===== src/rtl/adc_spi_pkg.sv =====
// ============================================================================
// adc_spi_pkg : shared types and constants for the ADC SPI responder
// Rev 1.0
// ============================================================================
`default_nettype none

package adc_spi_pkg;

  localparam int DATA_WIDTH_DEF = 16;

  typedef enum logic [1:0] {
    IDLE      = 2'd0,
    CONVERT   = 2'd1,
    WAIT_READ = 2'd2,
    SHIFT     = 2'd3
  } state_t;

  localparam int ERR_EARLY = 0;
  localparam int ERR_MOSI  = 1;

  // Mode 0: SCLK idles low, data launched on fall, captured on rise.
  localparam logic SPI_CPOL = 1'b0;
  localparam logic SPI_CPHA = 1'b0;

endpackage

`default_nettype wire


===== src/rtl/sync_edge_detect.sv =====
// ============================================================================
// sync_edge_detect : multi-flop synchronizer with registered edge pulses
// Rev 1.0
// ============================================================================
`default_nettype none

module sync_edge_detect #(
  parameter int SYNC_STAGES = 2
) (
  input  logic clk_i,
  input  logic reset_i,
  input  logic din_i,
  output logic level_o,
  output logic rise_o,
  output logic fall_o
);

  logic [SYNC_STAGES-1:0] sync_q;

  // level/rise/fall all update on the same edge, so level_o is coherent with the pulses
  always_ff @(posedge clk_i) begin
    if (reset_i) begin
      sync_q  <= '0;
      level_o <= 1'b0;
      rise_o  <= 1'b0;
      fall_o  <= 1'b0;
    end else begin
      sync_q  <= (sync_q << 1) | SYNC_STAGES'(din_i);
      level_o <= sync_q[SYNC_STAGES-1];
      rise_o  <= sync_q[SYNC_STAGES-1] & ~level_o;
      fall_o  <= ~sync_q[SYNC_STAGES-1] & level_o;
    end
  end

endmodule

`default_nettype wire


===== src/rtl/adc_spi_responder.sv =====
// ============================================================================
// adc_spi_responder : emulates the external ADC on the SPI read path
// Rev 1.0
// ============================================================================
`default_nettype none

module adc_spi_responder
  import adc_spi_pkg::*;
#(
  parameter int DATA_WIDTH  = DATA_WIDTH_DEF,
  parameter int CONV_CYCLES = 35,
  parameter int SYNC_STAGES = 2
) (
  input  logic                  clk_i,
  input  logic                  reset_i,
  input  logic [DATA_WIDTH-1:0] sample_i,
  output logic                  sample_req_o,
  input  logic                  cnv_i,
  input  logic                  spi_clk_i,
  input  logic                  spi_mosi_i,
  output logic                  spi_miso_o,
  output logic                  busy_o,
  output logic                  frame_done_o,
  output logic [1:0]            err_o
);

  localparam int CW = $clog2(CONV_CYCLES + 1);
  localparam int BW = $clog2(DATA_WIDTH + 1);

  logic cnv_rise, cnv_fall, cnv_level_unused;
  logic sclk_rise, sclk_fall, sclk_level_unused;
  logic mosi_level, mosi_rise_unused, mosi_fall_unused;

  sync_edge_detect #(.SYNC_STAGES(SYNC_STAGES)) u_sync_cnv (
    .clk_i(clk_i), .reset_i(reset_i), .din_i(cnv_i),
    .level_o(cnv_level_unused), .rise_o(cnv_rise), .fall_o(cnv_fall)
  );

  sync_edge_detect #(.SYNC_STAGES(SYNC_STAGES)) u_sync_sclk (
    .clk_i(clk_i), .reset_i(reset_i), .din_i(spi_clk_i),
    .level_o(sclk_level_unused), .rise_o(sclk_rise), .fall_o(sclk_fall)
  );

  sync_edge_detect #(.SYNC_STAGES(SYNC_STAGES)) u_sync_mosi (
    .clk_i(clk_i), .reset_i(reset_i), .din_i(spi_mosi_i),
    .level_o(mosi_level), .rise_o(mosi_rise_unused), .fall_o(mosi_fall_unused)
  );

  // Launch edge shifts data out, capture edge is where the master samples MOSI/MISO
  logic launch_edge, capture_edge;
  assign launch_edge  = (SPI_CPOL ^ SPI_CPHA) ? sclk_rise : sclk_fall;
  assign capture_edge = (SPI_CPOL ^ SPI_CPHA) ? sclk_fall : sclk_rise;

  state_t                state;
  logic [DATA_WIDTH-1:0] shreg;
  logic [CW-1:0]         cyc_cnt;
  logic [BW-1:0]         bit_cnt;

  assign busy_o = (state == CONVERT);

  always_ff @(posedge clk_i) begin
    if (reset_i) begin
      state        <= IDLE;
      shreg        <= '0;
      cyc_cnt      <= '0;
      bit_cnt      <= '0;
      spi_miso_o   <= 1'b0;
      sample_req_o <= 1'b0;
      frame_done_o <= 1'b0;
      err_o        <= 2'b00;
    end else begin
      sample_req_o <= 1'b0;
      frame_done_o <= 1'b0;
      // A new conversion request pre-empts every state, including a frame in flight
      if (cnv_rise) begin
        shreg        <= sample_i;
        sample_req_o <= 1'b1;
        cyc_cnt      <= '0;
        spi_miso_o   <= 1'b0;
        state        <= CONVERT;
      end else begin
        case (state)
          IDLE: spi_miso_o <= 1'b0;
          CONVERT: begin
            if (cnv_fall) begin
              bit_cnt <= '0;
              state   <= SHIFT;
              if (cyc_cnt == CW'(CONV_CYCLES - 1)) begin
                spi_miso_o <= shreg[DATA_WIDTH-1];
              end else begin
                err_o[ERR_EARLY] <= 1'b1;
                shreg            <= '0;
                spi_miso_o       <= 1'b0;
              end
            end else if (cyc_cnt == CW'(CONV_CYCLES - 1)) begin
              state <= WAIT_READ;
            end else begin
              cyc_cnt <= cyc_cnt + 1'b1;
            end
          end
          WAIT_READ: begin
            if (cnv_fall) begin
              spi_miso_o <= shreg[DATA_WIDTH-1];
              bit_cnt    <= '0;
              state      <= SHIFT;
            end
          end
          SHIFT: begin
            if (capture_edge && !mosi_level) begin
              err_o[ERR_MOSI] <= 1'b1;
            end
            if (launch_edge) begin
              shreg   <= {shreg[DATA_WIDTH-2:0], 1'b0};
              bit_cnt <= bit_cnt + 1'b1;
              if (bit_cnt == BW'(DATA_WIDTH - 1)) begin
                spi_miso_o   <= 1'b0;
                frame_done_o <= 1'b1;
                state        <= IDLE;
              end else begin
                spi_miso_o <= shreg[DATA_WIDTH-2];
              end
            end
          end
          default: state <= IDLE;
        endcase
      end
    end
  end

endmodule

`default_nettype wire


===== config.mk =====
export PLATFORM = sky130hd
export DESIGN_NAME = adc_spi_responder
export DESIGN_NICKNAME = d
export VERILOG_FILES = /design/src/rtl/adc_spi_pkg.sv /design/src/rtl/sync_edge_detect.sv /design/src/rtl/adc_spi_responder.sv
export SDC_FILE = /design/constraint.sdc
export NUM_CORES = 1
export LEC_CHECK = 0
export ABC_AREA = 1
export BUFFER_PORTS_ARGS = -buffer_cell sky130_fd_sc_hd__buf_4
export CORE_UTILIZATION = 61
export CTS_CLUSTER_SIZE = 24
export DETAILED_ROUTE_END_ITERATION = 7
export GPL_TIMING_DRIVEN = 1
export PLACE_DENSITY = 0.8
export SLEW_MARGIN = 20
export SYNTH_ARGS = -nofsm -noshare
export SYNTH_HDL_FRONTEND = slang
export SYNTH_SLANG_ARGS = --single-unit

===== constraint.sdc =====
create_clock -name clk_i -period 3.7 [get_ports clk_i]
set_input_delay 0.185 -clock clk_i [delete_from_list [all_inputs] [get_ports clk_i]]
set_output_delay 0.185 -clock clk_i [all_outputs]
set_load 0.05 [all_outputs]

-- Word-level counts from Yosys, hierarchy flattened
Index checks and enable logic that the tools add are counted.
- register bits: 47
- input port bits: 21
- bitwise logic cells: 16
- reduce and logical (&&, ||, !) cells: 18
- equal/unequal tests: 17
- add/sub/neg operators: 2
- multiplexer cells: 23
- operator list (operator ; number):
    $mux 16 ; 4
    $pmux 16 s2 ; 1
    $ne 3x1->1 const B ; 4
    $reduce_and 4->1 ; 3
    $mux 2 ; 5
    $mux 5 ; 2
    $pmux 5 s2 ; 1
    $reduce_and 5->1 ; 2
    $not 1->1 ; 9
    $reduce_and 3->1 ; 3
    $mux 1 ; 8
    $ne 2x1->1 const B ; 4
    $add 6x1->6 const B ; 1
    $eq 6x6->1 const B ; 1
    $ne 3x2->1 const B ; 2
    $or 2x1->2 ; 3
    $pmux 2 s3 ; 1
    $reduce_bool 3->1 ; 2
    $add 5x1->5 const B ; 1
    $eq 5x4->1 const B ; 1
    $and 1x1->1 ; 4
    $eq 2x2->1 const B ; 2
    $ne 4x1->1 const B ; 1
    $pmux 1 s4 ; 1
    other kinds (9) ; 10

-- Longest topological paths before layout
- word-level depth: 5
- gate-level depth with buffers: 12
- gate-level depth less buffers: 12

-- By module
From an unflattened synthesis, not the netlist that was laid out.
- cells, all modules: 310
- area, all modules: 2303.5 um^2
- by module, submodules not included (module ; cells an instance ; times used ; area each (um^2)):
    adc_spi_responder ; 265 ; 1 ; 1883.1
    sync_edge_detect ; 15 ; 3 ; 140.1

-- Worst setup path after synthesis
No wires, ideal clock.
- path kind: reg-to-reg
- start: register state[1]
- end: register shreg[10]
- arrival: 1819 ps
- stages on the path, launching flop included: 12
- clock period less this slack: 1934 ps
- data required time: 3585 ps
- path slack: 1766 ps
- path through: dfxtp_1 -> inv_1 -> ha_1 -> inv_1 -> nand2_2 -> nand2_1 -> nor2_1 -> nand2_1 -> buf_6 -> buf_6 -> a21oi_1 -> nor2_1
- word-level cells in the longest chain between the ends: 3
- elaborated cells between the ends (all ways): 9
- those cells by class: eq/ne (5); mux (2); reduce/logical (2)
- ends and longest elaborated chain (element ; line ; RTL):
    start: declaration ; adc_spi_responder.sv:54 ; state_t state;
    start signal: assignment ; adc_spi_responder.sv:63 ; state <= IDLE;
    start signal: assignment ; adc_spi_responder.sv:80 ; state <= CONVERT;
    start signal: assignment ; adc_spi_responder.sv:87 ; state <= SHIFT;
    $eq 2x1->1 (*) ; - ;
    via busy_o ; adc_spi_responder.sv:22 ; output logic busy_o,
    $ne 3x1->1 (no source line) (tied with other cells) ; - ;
    $reduce_and 4->1 (no source line) or $mux 16 (tied branches) ; - ;
    end signal: assignment ; adc_spi_responder.sv:76 ; shreg <= sample_i;
    end signal: assignment ; adc_spi_responder.sv:113 ; shreg <= {shreg[DATA_WIDTH-2:0], 1'b0};
    end: declaration ; adc_spi_responder.sv:55 ; logic [DATA_WIDTH-1:0] shreg;
Mark *: on every way through the listed nets, which the timed path passes. The rest lies on a longest branch.
A chain may end at the register's enable or synchronous reset.

-- Final worst setup path
- start: register u_sync_cnv.rise_o
- end: register shreg[13]
- word-level cells in the longest chain between the ends: 2
- elaborated cells between the ends (all ways): 6
- those cells by class: eq/ne (3); mux (1); reduce/logical (2)
- ends and longest elaborated chain (element ; line ; RTL):
    start: declaration ; sync_edge_detect.sv:14 ; output logic rise_o,
    start signal: assignment ; sync_edge_detect.sv:30 ; rise_o <= sync_q[SYNC_STAGES-1] & ~level_o;
    $ne 3x1->1 (no source line) (tied with other cells) ; - ;
    $reduce_and 4->1 (no source line) ; - ;
Several ways; a longest one is shown, not always the timed one.

==> flow_metrics.tcl <==
set metrics [dict create \
    status "finished clean" \
    gp_congestion 0.793 \
    path_cells "inv_1 -> nand2_1 -> o21ai_0 -> a21oi_1 -> nor2_1" \
    maxCapViolations 0 \
    fin_setup_tns_ps 0 \
    worst_hold_path.num_cells 3 \
    netlist_area_mm2 0.00225 \
    final_common_cell "nand2_1" \
    ys_warn_count 0 \
    cts_buffers 5 \
    fin_crit_ps 2340 \
    htreeDepth 2 \
    p_leak_uw 0.00119 \
    critical_path.top_delay_family "buffers and inverters" \
    fp-row-count 21 \
    viasPerCell 5.02 \
    ir_drop_v 0.000503 \
    hold_class "input port to flip-flop" \
    nNetsFinal 386 \
    cts_tree "yes" \
    synth_area_leaders "dfxtp_1, nand2_1, nor2_1" \
    start_util_pct 65.4 \
    relSlewSlack_pct 40.2 \
    powerDensity_mw_per_mm2 656 \
    min_from "cnv_i" \
    die_w_um 62.8 \
    areaGrowthSynthToFinish_pct 13.4 \
    routed_wl_um 4320 \
    vias 2025 \
    cts_buffer_depth 2 \
    cp.arrival_ps 2590 \
    cpPeakStageDelay_ps 760 \
    postCtsHoldBufs 0 \
    cts_resized 0 \
    path_class "flip-flop to flip-flop" \
    drc 0 \
    avgSynthCellArea_um2 6.72 \
    max_freq_mhz 427 \
    reg2regPathDepth 5 \
    final_max_slew_viol_count 0 \
    clk_pin_slew_ps 90 \
    hold_ws_ps 77.6 \
    cp.depth 5 \
    drt_iter0_markers 201 \
    grt_pass1_wl_um 7620 \
    r2r_start "u_sync_cnv.rise_o" \
    setup_violations 0 \
    antenna_cells 0 \
    p_total_uw 1670 \
    synth_seq_cells 47 \
    rr_endpoint "shreg[13]" \
    dp_hpwl_um 2960 \
    pin_count 27 \
    drive_gt1_share_pct 10.6 \
    cts_sinks 47 \
    worst_clock_skew_ps 9.40 \
    hold_viol 0 \
    clkLatencyLatePin_ps 310 \
    core_area_mm2 0.00344 \
    yosys.area.top_type "dfxtp_1" \
    endpoint_kind "flip-flop" \
    tightest_slew_ps 896 \
    worst-path-max-fanout 33 \
    grt_overflow 0 \
    syn_inst 335 \
    cpMaxStageDelayCell "inv_1" \
    whs_endpoint "u_sync_cnv.sync_q[0]" \
    cts_root_buf "clkbuf_8" \
    first_global_vias 1847 \
    grt_use_total_pct 24.4 \
    r2r_setup_slack_ps 1360 \
    drt_pass1_iterations 4 \
    portBuffers 26 \
    rsz0062_at_grt "false" \
    dieArea_mm2 0.00394 \
    fill_cells 310 \
    postRouteAntennaNets 0 \
    start_kind "flip-flop" \
    syn_nets 365 \
    antenna_found_initial 0 \
    detail_route.wl_per_cell_um 10.7 \
    crit_required_ps 3950 \
    ys_types 22 \
    yosys.area.top_type_share_pct 41.8 \
    grt_max_degree 34 \
    post-route-period-util_pct 63.3 \
    ys_seq_area_share_pct 41.8 \
    die_height_um 62.8 \
    critical_path_buf_inv_count 1 \
    layout_common_cells "nand2_1, nor2_1, inv_1" \
    post_cts_buffers 0 \
]
## through the flow
stage | instance area (um2) | utilization, % | instances | setup WS (ps)
4_1_cts | 2550 | 74.2 | 403 | 1370
5_1_grt | 2550 | 74.2 | 403 | 1020
3_5_place_dp | 2440 | 70.9 | 395 | 1410
2_1_floorplan | 2250 | - | 335 | 1770
6_report | 2550 | 74.2 | 403 | 1360
3_3_place_gp | 2440 | 70.9 | 395 | 1450
## flip-flops by register name, indices dropped and copies added (netlist names), 2 cells and up
signal,count
shreg,16
bit_cnt,5
cyc_cnt,6
u_sync_mosi.sync_q,2
u_sync_cnv.sync_q,2
u_sync_sclk.sync_q,2
err_o,2
state,2
## worst reg2reg max path: stages (launching register included)
cell and delay, ps:
dfxtp_1 510, inv_1 760, nand2_1 490, o21ai_0 340
a21oi_1 70, nor2_1 120
## metal layers
layer,vias to the layer above,routed length [um],global-route usage (%)
li1,1080,-,-
met1,886,2060,31.4
met2,52,1950,38.7
met3,7,242,6.57
met4,0,64,9.59
met5,-,0,0
## final cells by class
class	instances	area [um2]	share of cell area, %
clock buffer	5	68.8	2.69
clock inverter	3	43.8	1.71
tap	46	57.6	2.25
sequential	47	941	36.8
inverter	51	191	7.50
multi-input combinational	225	1060	41.4
timing repair buffer	26	195	7.64
## power breakdown
part	internal [uW]	switching, uW	total, uW
combinational	230	405	635
sequential	608	55.1	664
clock	201	175	376
## cell families after synthesis
group / after synthesis / synth area share, %
AO/OA/AOI/OAI: 50 / 11.1
XOR/XNOR: 2 / 0.778
adder cells (fa/ha/maj): 9 / 5.00
buffers and inverters: 63 / 11.3
flip-flops: 47 / 41.8
AND/OR/NAND/NOR: 164 / 30.0
## synthesized netlist by cell type
library cell,n
nand2_2,1
clkinv_1,1
nand2_1,73
nor2_1,50
buf_6,2
a21oi_1,25
nand4_1,2
clkbuf_1,3
xor2_1,1
or2_2,1
ha_1,9
nor3_1,6
inv_1,49
inv_2,1
nand3_1,29
nor3b_1,1
dfxtp_1,47
xnor2_1,1
o21ai_0,25
buf_2,3
buf_1,4
nor2_2,1
## how the worst max path moves through the flow
stage	start	end	slack [ps]
5_1_grt	u_sync_cnv.rise_o	shreg[10]	1020
4_1_cts	u_sync_cnv.rise_o	shreg[13]	1370
6_report	u_sync_cnv.rise_o	shreg[13]	1360
2_1_floorplan	state[1]	shreg[10]	1770
3_3_place_gp	u_sync_cnv.rise_o	shreg[14]	1450
3_5_place_dp	u_sync_cnv.rise_o	shreg[5]	1410
Note: power is estimated with default switching activity, not from simulation.
